## src/rtl/shift_seq_arb.sv

```systemverilog
// shift_seq_arb: two-requester round-robin front end that sequences 16-bit
// SLL / SRA / ROR operations through one external shared shift unit.
// ROR by n (n != 0) takes two passes through the shift unit: SLL by (16-n),
// then SRA by n with the sign-extended high bits masked off.
//
// Handshake: reqN_ready is offered only in IDLE, to at most one requester,
// and only while that requester's valid is high. A transfer happens on a
// rising edge where reqN_valid && reqN_ready. The response side has no
// backpressure: rsp_valid is a single-cycle pulse.

`timescale 1ns/1ps

module shift_seq_arb (
  input  logic        clk,
  input  logic        rst_n,
  input  logic        req0_valid,
  input  logic        req1_valid,
  output logic        req0_ready,
  output logic        req1_ready,
  input  logic [15:0] req0_data,
  input  logic [15:0] req1_data,
  input  logic [3:0]  req0_amt,
  input  logic [3:0]  req1_amt,
  input  logic [1:0]  req0_op,
  input  logic [1:0]  req1_op,
  output logic [15:0] sh_in,
  output logic [3:0]  sh_val,
  output logic        sh_mode,
  input  logic [15:0] sh_out,
  output logic        rsp_valid,
  output logic        rsp_id,
  output logic [15:0] rsp_data,
  output logic        rsp_err,
  output logic [1:0]  dbg_state
);

  typedef enum logic [1:0] {
    IDLE  = 2'd0,
    EXEC1 = 2'd1,
    EXEC2 = 2'd2,
    RSP   = 2'd3
  } state_t;

  localparam logic [1:0] OP_SLL = 2'b00;
  localparam logic [1:0] OP_SRA = 2'b01;
  localparam logic [1:0] OP_ROR = 2'b10;
  localparam logic [1:0] OP_RSV = 2'b11;

  state_t      state_q, state_d;
  logic        ptr_q, ptr_d;        // 0: req0 favoured on a tie, 1: req1
  logic [15:0] data_q, data_d;
  logic [3:0]  amt_q, amt_d;
  logic [1:0]  op_q, op_d;
  logic        id_q, id_d;
  logic [15:0] tmp_q, tmp_d;
  logic [15:0] sh_in_q, sh_in_d;
  logic [3:0]  sh_val_q, sh_val_d;
  logic        sh_mode_q, sh_mode_d;
  logic        rsp_valid_q, rsp_valid_d;
  logic        rsp_id_q, rsp_id_d;
  logic [15:0] rsp_data_q, rsp_data_d;
  logic        rsp_err_q, rsp_err_d;

  logic        grant0, grant1;
  logic        hs0, hs1;
  logic        sel;
  logic [15:0] in_data;
  logic [3:0]  in_amt;
  logic [1:0]  in_op;

  // Round-robin grant: a lone valid wins; on a tie the pointer decides.
  always_comb begin
    grant0     = req0_valid && (!req1_valid || !ptr_q);
    grant1     = req1_valid && (!req0_valid ||  ptr_q);
    req0_ready = rst_n && (state_q == IDLE) && grant0;
    req1_ready = rst_n && (state_q == IDLE) && grant1;
    hs0        = req0_valid && req0_ready;
    hs1        = req1_valid && req1_ready;
    sel        = hs1;
    in_data    = sel ? req1_data : req0_data;
    in_amt     = sel ? req1_amt  : req0_amt;
    in_op      = sel ? req1_op   : req0_op;
  end

  // Next-state and next-output logic; shift-unit controls are set up one
  // cycle ahead so they are stable from flops during EXEC1 / EXEC2.
  always_comb begin
    state_d     = state_q;
    ptr_d       = ptr_q;
    data_d      = data_q;
    amt_d       = amt_q;
    op_d        = op_q;
    id_d        = id_q;
    tmp_d       = tmp_q;
    sh_in_d     = 16'h0000;
    sh_val_d    = 4'd0;
    sh_mode_d   = 1'b0;
    rsp_valid_d = 1'b0;
    rsp_id_d    = rsp_id_q;
    rsp_data_d  = rsp_data_q;
    rsp_err_d   = rsp_err_q;

    case (state_q)
      IDLE: begin
        if (hs0 || hs1) begin
          data_d  = in_data;
          amt_d   = in_amt;
          op_d    = in_op;
          id_d    = sel;
          ptr_d   = !sel;
          state_d = EXEC1;
          sh_in_d = in_data;
          case (in_op)
            OP_SLL: begin
              sh_val_d  = in_amt;
              sh_mode_d = 1'b0;
            end
            OP_SRA: begin
              sh_val_d  = in_amt;
              sh_mode_d = 1'b1;
            end
            OP_ROR: begin
              // First pass of a rotate: SLL by (16-n); n=0 is a plain pass-through.
              sh_val_d  = (in_amt == 4'd0) ? 4'd0 : 4'(5'd16 - {1'b0, in_amt});
              sh_mode_d = 1'b0;
            end
            default: begin
              sh_val_d  = 4'd0;
              sh_mode_d = 1'b0;
            end
          endcase
        end
      end
      EXEC1: begin
        if ((op_q == OP_ROR) && (amt_q != 4'd0)) begin
          tmp_d     = sh_out;
          sh_in_d   = data_q;
          sh_val_d  = amt_q;
          sh_mode_d = 1'b1;
          state_d   = EXEC2;
        end else begin
          rsp_valid_d = 1'b1;
          rsp_id_d    = id_q;
          rsp_data_d  = sh_out;
          rsp_err_d   = (op_q == OP_RSV);
          state_d     = RSP;
        end
      end
      EXEC2: begin
        // SRA sign-fills the top n bits; keep only the low (16-n) bits.
        rsp_valid_d = 1'b1;
        rsp_id_d    = id_q;
        rsp_data_d  = (sh_out & (16'hFFFF >> amt_q)) | tmp_q;
        rsp_err_d   = 1'b0;
        state_d     = RSP;
      end
      RSP: begin
        state_d = IDLE;
      end
      default: begin
        state_d = IDLE;
      end
    endcase
  end

  // Single state/output register bank with asynchronous active-low reset.
  always_ff @(posedge clk or negedge rst_n) begin
    if (!rst_n) begin
      state_q     <= IDLE;
      ptr_q       <= 1'b0;
      data_q      <= 16'h0000;
      amt_q       <= 4'd0;
      op_q        <= OP_SLL;
      id_q        <= 1'b0;
      tmp_q       <= 16'h0000;
      sh_in_q     <= 16'h0000;
      sh_val_q    <= 4'd0;
      sh_mode_q   <= 1'b0;
      rsp_valid_q <= 1'b0;
      rsp_id_q    <= 1'b0;
      rsp_data_q  <= 16'h0000;
      rsp_err_q   <= 1'b0;
    end else begin
      state_q     <= state_d;
      ptr_q       <= ptr_d;
      data_q      <= data_d;
      amt_q       <= amt_d;
      op_q        <= op_d;
      id_q        <= id_d;
      tmp_q       <= tmp_d;
      sh_in_q     <= sh_in_d;
      sh_val_q    <= sh_val_d;
      sh_mode_q   <= sh_mode_d;
      rsp_valid_q <= rsp_valid_d;
      rsp_id_q    <= rsp_id_d;
      rsp_data_q  <= rsp_data_d;
      rsp_err_q   <= rsp_err_d;
    end
  end

  assign sh_in     = sh_in_q;
  assign sh_val    = sh_val_q;
  assign sh_mode   = sh_mode_q;
  assign rsp_valid = rsp_valid_q;
  assign rsp_id    = rsp_id_q;
  assign rsp_data  = rsp_data_q;
  assign rsp_err   = rsp_err_q;
  assign dbg_state = state_q;

endmodule

```

## config.mk

```make
export PLATFORM = sky130hd
export DESIGN_NAME = shift_seq_arb
export DESIGN_NICKNAME = d
export VERILOG_FILES = /design/src/rtl/shift_seq_arb.sv
export SDC_FILE = /design/constraint.sdc
export NUM_CORES = 1
export LEC_CHECK = 0
export ABC_AREA = 1
export BUFFER_PORTS_ARGS = -buffer_cell sky130_fd_sc_hd__buf_2
export CORE_MARGIN = 4
export CORE_UTILIZATION = 46
export DETAILED_ROUTE_END_ITERATION = 8
export GPL_TIMING_DRIVEN = 0
export PLACE_DENSITY = 0.72
export SETUP_SLACK_MARGIN = 0.2
export SLEW_MARGIN = 10
export SYNTH_ARGS = -nofsm -noshare
export SYNTH_HDL_FRONTEND = slang
export SYNTH_SLANG_ARGS = --single-unit
```

## constraint.sdc

```tcl
create_clock -name clk -period 2.6 [get_ports clk]
set_input_delay 0.26 -clock clk [delete_from_list [all_inputs] [get_ports clk]]
set_output_delay 0.26 -clock clk [all_outputs]
set_load 0.05 [all_outputs]
```

==> results of run 1 <==
-- worst max-delay path by stage --
stage	start	cells past startpoint	end
after global routing	dbg_state[1]$_DFFE_PN0P_	14	sh_val[3]$_DFF_PN0_
after global placement	rst_n	13	sh_val[3]$_DFF_PN0_
after floorplan	dbg_state[0]$_DFFE_PN0P_	14	sh_val[0]$_DFF_PN0_
after detailed placement	dbg_state[1]$_DFFE_PN0P_	13	sh_val[2]$_DFF_PN0_
final	dbg_state[1]$_DFFE_PN0P_	6	req1_ready
after CTS	dbg_state[1]$_DFFE_PN0P_	6	req0_ready
-- cells by family after synthesis --
logic type / synth area share (%)
AOI/OAI and AO/OA: 16.13
and+or+nand+nor: 19.86
DFF: 54.11
adders and majority gates: 1.650
buffers and inverters: 8.248
-- final cells by class --
cell class | count | area (sq um)
multi-input combinational | 278 | 1438
fill | 702 | 3153
sequential | 82 | 2052
timing repair buffer | 111 | 596.8
inverter | 56 | 210.2
clock inverter | 5 | 80.08
clock buffer | 10 | 127.6
buffer | 16 | 102.6
tap | 102 | 127.6
-- metal layers --
layer | track usage [%] | vias to the layer above | part of all wire [%]
met5 | 0 | - | 0
met3 | 2.619 | 7 | 4.6
met4 | 6.303 | 0 | 0.93
met1 | 26.57 | 1559 | 44
li1 | - | 1635 | -
met2 | 32.18 | 69 | 51
-- cell usage in the layout, fill, tap and decap left out, drive strengths merged --
cell,count
a21oi,9
a22o,9
a22oi,3
a31oi,12
buf,121
bufinv,2
clkbuf,15
clkinv,1
clkinvlp,2
dfrtp,82
dlygate4sd3,1
ha,5
inv,56
nand2,105
nand3,16
nand3b,1
nand4,2
nor2,47
o211ai,3
o21ai,66
-- flip-flops by register name (all words and copies together), names as in the netlist --
name and count:
sh_in 16, amt_q 4, rsp_err 1, dbg_state 2, id_q 1, rsp_valid 1, sh_val 4, tmp_q 16
rsp_id 1, ptr_q 1, data_q 16, sh_mode 1, op_q 2, rsp_data 16
-- metrics by stage --
stage / util (%) / worst slack (ns)
final: 60.03 / 0.3409
after global routing: 60.03 / 0.2098
after CTS: 59.63 / 0.2013
after detailed placement: 56.87 / 0.4331
after global placement: 56.49 / -0.7802
after floorplan: - / 0.3698
-- worst register-to-register path, stage by stage (launching register included) --
cell and delay [ns]:
dfrtp_1 0.42, inv_1 0.13, ha_1 0.26, nand2_4 0.12
nor2_8 0.19, nand2_4 0.10, buf_6 0.15, nand2_1 0.07
nand2_1 0.09, ha_1 0.23, inv_1 0.07, nand4_1 0.09
nand3_1 0.11, nand2_1 0.06
-- power groups by stage --
| stage | registers (mW) | clock network [mW] | logic, mW |
|---|---|---|---|
| global route | 2.15 | 1.05 | 3.19 |
| finish | 2.09 | 0.984 | 2.91 |
| detailed placement | 2.11 | 0 | 2.91 |
| floorplan | 2.91 | 0 | 1.35 |
| global placement | 2.08 | 0 | 2.85 |
| CTS | 2.09 | 0.992 | 2.92 |
-- what timing repair did --
action                     in CTS  in global routing
setup endpoints to repair       0                  3
hold endpoints to repair       15                  0
hold buffers                    1                  0
gates resized for setup         0                  4
setup buffers                   0                  2
==> qor.csv, run 1 <==
stage,metric,value,unit
run_status,outcome,finished clean,
layout,# nets final,623,
power,Switch Pwr,2.817,mW
global_routing,total grt overflow,0,
layout,Inserted Diodes,0,
drt,Detailed Route WL,9.327,mm
global_routing,GRT Total Usage,19.44,%
placed_design,post-DP HPWL,6.902,mm
worst_setup_path,r2r startpoint,dbg_state[1]$_DFFE_PN0P_,
power,combinational power share,48.7,%
floorplanning,I/O Pins,108,
synthesis,biggest area consumer among synthesized cells,dfrtp_1,
synthesis,most common cell in the synthesized netlist,nand2_1,
drt,DR WL/cell,14.13,um
cts,Clock Pin Slew Worst Setup and Hold Paths,0.09,ns
placed_design,placed insts,642,
worst_setup_path,"critical path fanouts, max",10,
synthesis,Synth Warn #,0,
placed_design,Post-Place Cell Area,4486,sq um
global_routing,initial antenna violation count,0,
global_routing,vias in the first global route,3188,
worst_hold_path,WHS Endpoint,tmp_q[8]$_DFFE_PN0P_,
synthesis,Synth Register Bits,82,
layout,fin cells,660,
worst_setup_path,critical path arrival,2.00,ns
worst_hold_path,worst hold path cell count,3,
worst_setup_path,cell family with most CP delay,buffers and inverters,
cts,CTS Buffer Depth,2,
cts,CTS root buf,clkbuf_8,
power,Leak,2.522,nW
floorplanning,Initial Util,48.08,%
floorplanning,core area,7888,sq um
timing,Setup TNS Final,0,ns
worst_setup_path,WS Path Type,reg -> out,
timing,Worst Tran Pin Value,0.4992,ns
synthesis,most instantiated cells after synthesis,"nand2_1, dfrtp_1, inv_1",
worst_setup_path,Worst Path Buf+Inv,3,
power,pwr dens,1264,nW/um^2
worst_setup_path,worst-path cell chain,inv_1 -> ha_1 -> nand2_4 -> nor2_4 -> buf_6 -> buf_2,
worst_setup_path,CP Capture Type,output port,
cts,CTS buffer count,9,
synthesis,syn nets,501,
synthesis,post-synthesis sequential area ratio,54.11,%
timing,clock skew,0.01372,ns
drt,DRC,0,
timing,final worst-path cycle share,86.89,%
cts,clock sink count,82,
worst_hold_path,Hold Startpoint,sh_out[8],
worst_setup_path,Reg-to-Reg End,sh_val[2]$_DFF_PN0_,
power,Pint,3.168,mW
worst_setup_path,max incr delay on CP,0.42,ns
power,sequential power share,34.9,%
power,"Power, Total",5.986,mW
synthesis,"EDFF count, synth",0,
worst_setup_path,CP max stage cell,dfrtp_1,
power,maximum VDD drop,617.9,uV
layout,post-route cell area,4735,sq um
flow_run,Max Cap Viol,0,
synthesis,Synth Instances,432,
synthesis,ys flop type,dfrtp_1,
timing,max-slew violation count,0,
timing,hold_ws,0.1137,ns
drt,DRT iter0 DRCs,98,
floorplanning,Rows,32,
timing,RSZ-0062 raised after global routing,no,
placed_design,RD Place Congestion,0.7883,
synthesis,ranking of synthesized cells by area,"dfrtp_1, nand2_1, o21ai_0",
timing,post-layout min period,2.259,ns
worst_setup_path,CP startpoint kind,flip-flop,
worst_setup_path,FF-to-FF setup slack,0.41,ns
drt,via/cell ratio,4.955,
synthesis,Yosys cell types,27,
worst_setup_path,CP Data Required Time,2.34,ns
synthesis,Synth top area share,54.11,%
global_routing,first-pass GRT wire length,15.39,mm
placed_design,port bufs,107,
global_routing,largest net degree at the start of global routing,68,
power,sw frac,47.07,%
power,clock power share,16.4,%
drt,antenna-violating nets left,0,
cts,CTS tree,done,
synthesis,Post-synth ARST share,100.0,%
floorplanning,Die Y-Extent,98.80,um
timing,relative slew slack,66.72,%
worst_setup_path,path depth of the worst reg2reg path,13,
worst_hold_path,min-delay worst type,in -> reg,
floorplanning,area of the die,9761,sq um
layout,share of layout cells above drive strength 1,28.67,%
timing,# setup viols final,0,
layout,Syn-to-layout area delta,24.84,%
timing,max frequency,0.4426,GHz
cts,clk_lat worst skew,0.35,ns
synthesis,synthesized area,3792,sq um
cts,H-tree Lvls,3,
timing,Final Hold Viols,0,
drt,TritonRoute pass-1 iters,4,
floorplanning,die width,98.80,um
synthesis,syn_area_per_cell,8.779,sq um
drt,via count,3270,
No activity file was read; power rests on OpenSTA's default activity.
==> run 2, diff against run 1 <==
==> constraint.sdc (replaced) <==
create_clock -name clk -period 2.6 [get_ports clk]
set_input_delay 0.78 -clock clk [delete_from_list [all_inputs] [get_ports clk]]
set_output_delay 0.78 -clock clk [all_outputs]
set_load 0.05 [all_outputs]
==> run 2 against run 1 <==
  * Power shrank 0.91%
  * Non-clock buffer count rose by 4
  * Die area stayed put
  * Clock power is 11% lower
  * Global-route usage shrank 0.18 points
  * Core utilization increased by 0.49 points
  * Hold slack better by 0.13 ns
  * Critical path type is now in -> out
  * Critical endpoint unchanged
==> qor.csv, run 2 (synthesis gave the netlist of run 1 again) <==
stage,metric,value,unit,change
run_status,outcome,finished clean,,
global_routing,total grt overflow,0,,unchanged
worst_setup_path,"critical path fanouts, max",9,,-1
layout,Inserted Diodes,0,,unchanged
global_routing,initial antenna violation count,0,,unchanged
layout,Syn-to-layout area delta,25.87,%,
power,sw frac,47.28,%,+0.21 points
layout,multi-input logic area,1450,sq um,+0.87%
drt,DRC,0,,unchanged
power,sequential power share,34.9,%,about the same
worst_setup_path,CP Data Required Time,1.82,ns,-0.52 ns
timing,clock skew,0.01205,ns,-0.001668 ns
worst_setup_path,CP Capture Type,output port,,
power,clock power share,14.8,%,-1.6 points
layout,fin cells,665,,+0.76%
layout,"commonest non-fill, non-tap cells in the layout","buf_2, nand2_1, dfrtp_1",,
power,maximum VDD drop,618.4,uV,about the same
floorplanning,Initial Util,48.08,%,unchanged
floorplanning,Die Y-Extent,98.80,um,unchanged
cts,CTS buffer count,9,,unchanged
worst_hold_path,min-delay worst type,in -> async,,
drt,DR WL/cell,13.66,um,-3.3%
drt,antenna-violating nets left,0,,unchanged
timing,relative slew slack,65.62,%,-1.1 points
worst_setup_path,WS Path Type,in -> out,,
global_routing,vias in the first global route,3180,,-0.25%
power,Leak,2.537,nW,+0.59%
placed_design,RD Place Congestion,0.7765,,-1.5%
global_routing,largest net degree at the start of global routing,67,,-1.5%
layout,# nets final,627,,+0.64%
cts,clock sink count,82,,unchanged
floorplanning,Rows,32,,unchanged
timing,post-layout min period,2.337,ns,+0.07798 ns
placed_design,post-DP HPWL,6.730,mm,-2.5%
cts,CTS Buffer Depth,2,,unchanged
flow_run,Max Cap Viol,0,,unchanged
global_routing,GRT Total Usage,19.26,%,-0.18 points
timing,Final Hold Viols,0,,unchanged
placed_design,port bufs,107,,unchanged
layout,share of layout cells above drive strength 1,29.84,%,+1.2 points
power,pwr dens,1243,nW/um^2,-1.7%
placed_design,placed insts,642,,unchanged
cts,CTS root buf,clkbuf_8,,
cts,clk_lat worst skew,0.34,ns,about the same
timing,final setup margin,0.2629,ns,-0.07799 ns
layout,"commonest non-fill, non-tap cell in the layout",buf_2,,
power,Pint,3.127,mW,-1.3%
cts,H-tree Lvls,3,,unchanged
placed_design,pre-CTS WS,-0.2229,ns,-0.6560 ns
layout,Register Area,2052,sq um,unchanged
cts,CTS Hold Bufs,0,,-1
floorplanning,area of the die,9761,sq um,unchanged
drt,DRT iter0 DRCs,150,,+53%
global_routing,first-pass GRT wire length,15.26,mm,-0.81%
worst_setup_path,critical path arrival,1.56,ns,-0.44 ns
timing,RSZ-0062 raised after global routing,yes,,
drt,via count,3278,,+0.24%
timing,max-slew violation count,0,,unchanged
worst_setup_path,CP startpoint kind,input port,,
power,combinational power share,50.3,%,+1.6 points
drt,TritonRoute pass-1 iters,4,,unchanged
power,Switch Pwr,2.804,mW,-0.46%
floorplanning,core area,7888,sq um,unchanged
layout,fillers,702,,unchanged
floorplanning,die width,98.80,um,unchanged
cts,Clock Pin Slew Worst Setup and Hold Paths,0.08,ns,about the same
timing,# setup viols final,0,,unchanged
timing,Worst Tran Pin Value,0.5157,ns,+0.01651 ns
drt,via/cell ratio,4.929,,-0.51%
timing,final worst-path cycle share,89.89,%,+3.0 points
cts,CTS tree,done,,
floorplanning,I/O Pins,108,,unchanged
drt,Detailed Route WL,9.086,mm,-2.6%
timing,max frequency,0.4279,GHz,-3.3%
[run 2: final timing paths]
path                                         endpoint                startpoint  cells past startpoint  slack (ns)
worst min-delay path               sh_in[0]$_DFF_PN0_                     rst_n                      1        0.25
min in group clk                 tmp_q[0]$_DFFE_PN0P_      tmp_q[0]$_DFFE_PN0P_                      2        0.48
worst min register to register   tmp_q[0]$_DFFE_PN0P_      tmp_q[0]$_DFFE_PN0P_                      2        0.48
worst max register to register    sh_val[3]$_DFF_PN0_  dbg_state[1]$_DFFE_PN0P_                     14        0.59
max in group asynchronous       tmp_q[10]$_DFFE_PN0P_                     rst_n                      2        1.79
worst max-delay path                       req1_ready                req0_valid                      6        0.26
[run 2: metal layers]
layer  GRT usage [%]  share of wire (%)  vias up
li1                -                  -     1643
met1           26.60                 45     1533
met2           31.30                 49       89
met3           2.831                5.0       13
met4           6.408                1.4        0
met5               0                  0        -
[run 2: timing repair]
action                     in CTS  in global routing
setup buffers                   3                  4
pin swaps                       2                  0
setup endpoints to repair       2                  2
hold endpoints to repair        0                  0
resized for setup              11                  2
[run 2: final cells by class]
| type | count | area share, % |
|---|---|---|
| inverter | 56 | 4.404 |
| clock inverter | 5 | 1.153 |
| timing repair buffer | 115 | 13.37 |
| tap | 102 | 2.674 |
| clock buffer | 11 | 2.752 |
| buffer | 16 | 2.280 |
| multi-input combinational | 278 | 30.38 |
| sequential | 82 | 42.99 |
[run 2: power by group through the flow]
stage / clock [mW] / combinational [mW] / sequential (mW)
after floorplan: 0 / 1.36 / 2.91
after global placement: 0 / 2.85 / 2.09
after detailed placement: 0 / 2.90 / 2.10
after CTS: 0.892 / 2.98 / 2.08
after global routing: 0.953 / 3.27 / 2.14
final: 0.877 / 2.98 / 2.07
[run 2: worst max-delay path, cell delays in order]
cell     delay [ns]
buf_2          0.12
nand2_4        0.13
nand2_2        0.08
nor2_4         0.14
buf_6          0.14
buf_6          0.16
[run 2: metrics by stage]
| step | util, % | cell area, sq um | power [mW] | setup TNS [ns] | hold WS (ns) |
|---|---|---|---|---|---|
| 6_report | 60.52 | 4773 | 5.931 | 0 | 0.2477 |
| 5_1_grt | 60.52 | 4773 | 6.360 | 0 | 0.2366 |
| 4_1_cts | 60.04 | 4736 | 5.948 | 0 | 0.2597 |
| 3_5_place_dp | 56.90 | 4488 | 5.008 | -0.4333 | 0.4593 |
| 3_3_place_gp | 56.52 | 4458 | 4.934 | -51.67 | 0.4540 |
| 2_1_floorplan | - | 3795 | 4.267 | 0 | 0.4422 |
==> run 3, diff against run 2 <==
--- a/config.mk
+++ b/config.mk
@@ -7,11 +7,14 @@
 export LEC_CHECK = 0
 export ABC_AREA = 1
 export BUFFER_PORTS_ARGS = -buffer_cell sky130_fd_sc_hd__buf_2
+export CELL_PAD_IN_SITES_DETAIL_PLACEMENT = 1
+export CELL_PAD_IN_SITES_GLOBAL_PLACEMENT = 1
 export CORE_MARGIN = 4
-export CORE_UTILIZATION = 46
+export CORE_UTILIZATION = 38
+export CTS_CLUSTER_DIAMETER = 100
 export DETAILED_ROUTE_END_ITERATION = 8
 export GPL_TIMING_DRIVEN = 0
-export PLACE_DENSITY = 0.72
+export PLACE_DENSITY_LB_ADDON = 0.1
 export SETUP_SLACK_MARGIN = 0.2
 export SLEW_MARGIN = 10
 export SYNTH_ARGS = -nofsm -noshare
==> run 3 against run 2 <==
  * Core utilization fell by 11 points
  * Combinational power barely moved
  * First-iteration DRC count fell by 43%
  * Setup slack improved by 0.018 ns
  * Hold slack improved by 0.0093 ns
  * Critical path type unchanged
  * Largest cell class unchanged
==> qor.csv, run 3 (synthesis gave the netlist of run 1 again) <==
stage,metric,value,unit,change
run_status,outcome,finished clean,,
worst_setup_path,r2r startpoint,dbg_state[1]$_DFFE_PN0P_,,
worst_setup_path,CP Data Required Time,1.82,ns,about the same
drt,DR WL/cell,15.26,um,+12%
timing,RSZ-0062 raised after global routing,no,,
timing,max frequency,0.4313,GHz,+0.79%
global_routing,initial antenna violation count,0,,unchanged
floorplanning,Die Y-Extent,107.9,um,+9.2%
timing,final worst-path cycle share,89.18,%,-0.71 points
layout,multi-input logic area,1450,sq um,unchanged
cts,Clock Pin Slew Worst Setup and Hold Paths,0.08,ns,about the same
drt,antenna-violating nets left,0,,unchanged
cts,CTS tree,done,,
cts,H-tree Lvls,3,,unchanged
placed_design,RD Place Congestion,0.8205,,+5.7%
power,pwr dens,1246,nW/um^2,+0.26%
placed_design,port bufs,107,,unchanged
cts,CTS Buffer Depth,2,,unchanged
floorplanning,I/O Pins,108,,unchanged
global_routing,vias in the first global route,3524,,+11%
worst_setup_path,CP startpoint kind,input port,,
global_routing,total grt overflow,0,,unchanged
worst_setup_path,CP Capture Type,output port,,
worst_setup_path,"critical path fanouts, max",36,,+27
layout,Register Area,2052,sq um,unchanged
timing,max-slew violation count,0,,unchanged
timing,clock skew,0.003966,ns,-0.008086 ns
drt,via/cell ratio,4.869,,-1.2%
power,maximum VDD drop,666.3,uV,+7.7%
cts,CTS root buf,clkbuf_8,,
floorplanning,Rows,36,,+13%
worst_setup_path,WS Path Type,in -> out,,
cts,CTS Hold Bufs,0,,unchanged
timing,# setup viols final,0,,unchanged
drt,TritonRoute pass-1 iters,6,,+2
worst_setup_path,FF-to-FF setup slack,0.57,ns,-0.02 ns
worst_setup_path,Reg-to-Reg End,sh_val[2]$_DFF_PN0_,,
floorplanning,core area,9729,sq um,+23%
timing,post-layout min period,2.319,ns,-0.01842 ns
layout,Inserted Diodes,0,,unchanged
layout,Syn-to-layout area delta,27.19,%,
drt,DRC,0,,unchanged
floorplanning,die width,107.9,um,+9.2%
global_routing,largest net degree at the start of global routing,49,,-27%
power,Leak,2.551,nW,+0.52%
layout,fillers,1222,,+74%
timing,final setup margin,0.2813,ns,+0.01842 ns
drt,DRT iter0 DRCs,85,,-43%
worst_setup_path,critical path arrival,1.54,ns,-0.02 ns
cts,clock sink count,82,,unchanged
layout,# nets final,627,,unchanged
timing,Worst Tran Pin Value,0.5427,ns,+0.02698 ns
worst_setup_path,path depth of the worst reg2reg path,13,,-1
placed_design,pre-CTS WS,-0.5017,ns,-0.2788 ns
placed_design,post-DP HPWL,7.929,mm,+18%
floorplanning,area of the die,11640,sq um,+19%
floorplanning,Initial Util,38.98,%,-9.1 points
layout,"commonest non-fill, non-tap cell in the layout",buf_2,,
timing,relative slew slack,63.82,%,-1.8 points
timing,Final Hold Viols,0,,unchanged
layout,share of layout cells above drive strength 1,29.72,%,-0.12 points
drt,via count,3384,,+3.2%
cts,CTS buffer count,9,,unchanged
layout,Final Util,49.58,%,-11 points
global_routing,first-pass GRT wire length,17.65,mm,+16%
layout,"commonest non-fill, non-tap cells in the layout","buf_2, nand2_1, dfrtp_1",,
drt,Detailed Route WL,10.61,mm,+17%
worst_hold_path,min-delay worst type,in -> async,,
cts,clk_lat worst skew,0.35,ns,about the same
global_routing,GRT Total Usage,19.45,%,+0.18 points
flow_run,Max Cap Viol,0,,unchanged
[run 3: cell count changes in the layout (fill, tap and decap cells not counted)]
| cell | previous run | this run |
|---|---|---|
| buf_16 | 1 | 2 |
| buf_8 | 1 | 0 |
| clkinvlp_4 | 2 | 0 |
| clkbuf_8 | 9 | 10 |
[run 3: critical path, cell delays in order]
cell	delay [ns]
buf_16	0.19
nand2_4	0.13
nor2_4	0.14
buf_6	0.13
buf_6	0.15
[run 3: timing repair]
action | CTS | global route
setup buffers | 4 | 3
gates resized for setup | 15 | 0
setup endpoints to repair | 6 | 1
pin swaps | 2 | 0
[run 3: report_power, final]
group / internal [mW] / switching [mW]
registers: 1.83 / 0.257
logic: 0.847 / 2.16
clock network: 0.463 / 0.449
[run 3: layer usage]
metal  vias up  global-route usage, %  routed length, um
met4         0                  6.041                137
met5         -                      0                  0
met2        67                  31.97               5106
met3         9                  2.939                401
li1       1650                      -                  -
met1      1658                  26.58               4962
[run 3: worst max path at each step]
stage | startpoint | end | slack, ns | cells after the start
detailed placement | rst_n | req1_ready | -0.50 | 5
global route | dbg_state[1]$_DFFE_PN0P_ | req1_ready | 0.21 | 6
finish | rst_n | req0_ready | 0.28 | 5
global placement | rst_n | req0_ready | -1.73 | 5
CTS | dbg_state[1]$_DFFE_PN0P_ | req0_ready | 0.21 | 6
floorplan | dbg_state[0]$_DFFE_PN0P_ | req0_ready | 0.27 | 5
[run 3: layout make-up]
cell class	count	share of cell area, %
Sequential cell	82	42.54
Multi-Input combinational cell	278	30.06
Timing Repair Buffer	115	13.49
Inverter	56	4.358
Tap cell	133	3.450
Clock buffer	12	3.009
Buffer	16	2.257
Clock inverter	3	0.8301
[run 3: stage by stage]
stage	hold slack [ns]	power, mW	area [sq um]	setup TNS (ns)	instances
global placement	0.4564	4.994	4497	-57.12	672
detailed placement	0.4642	5.087	4527	-3.094	673
CTS	0.2542	6.081	4801	0	692
global route	0.2559	6.478	4823	0	695
floorplan	0.4422	4.267	3795	0	432
finish	0.2570	6.009	4823	0	695
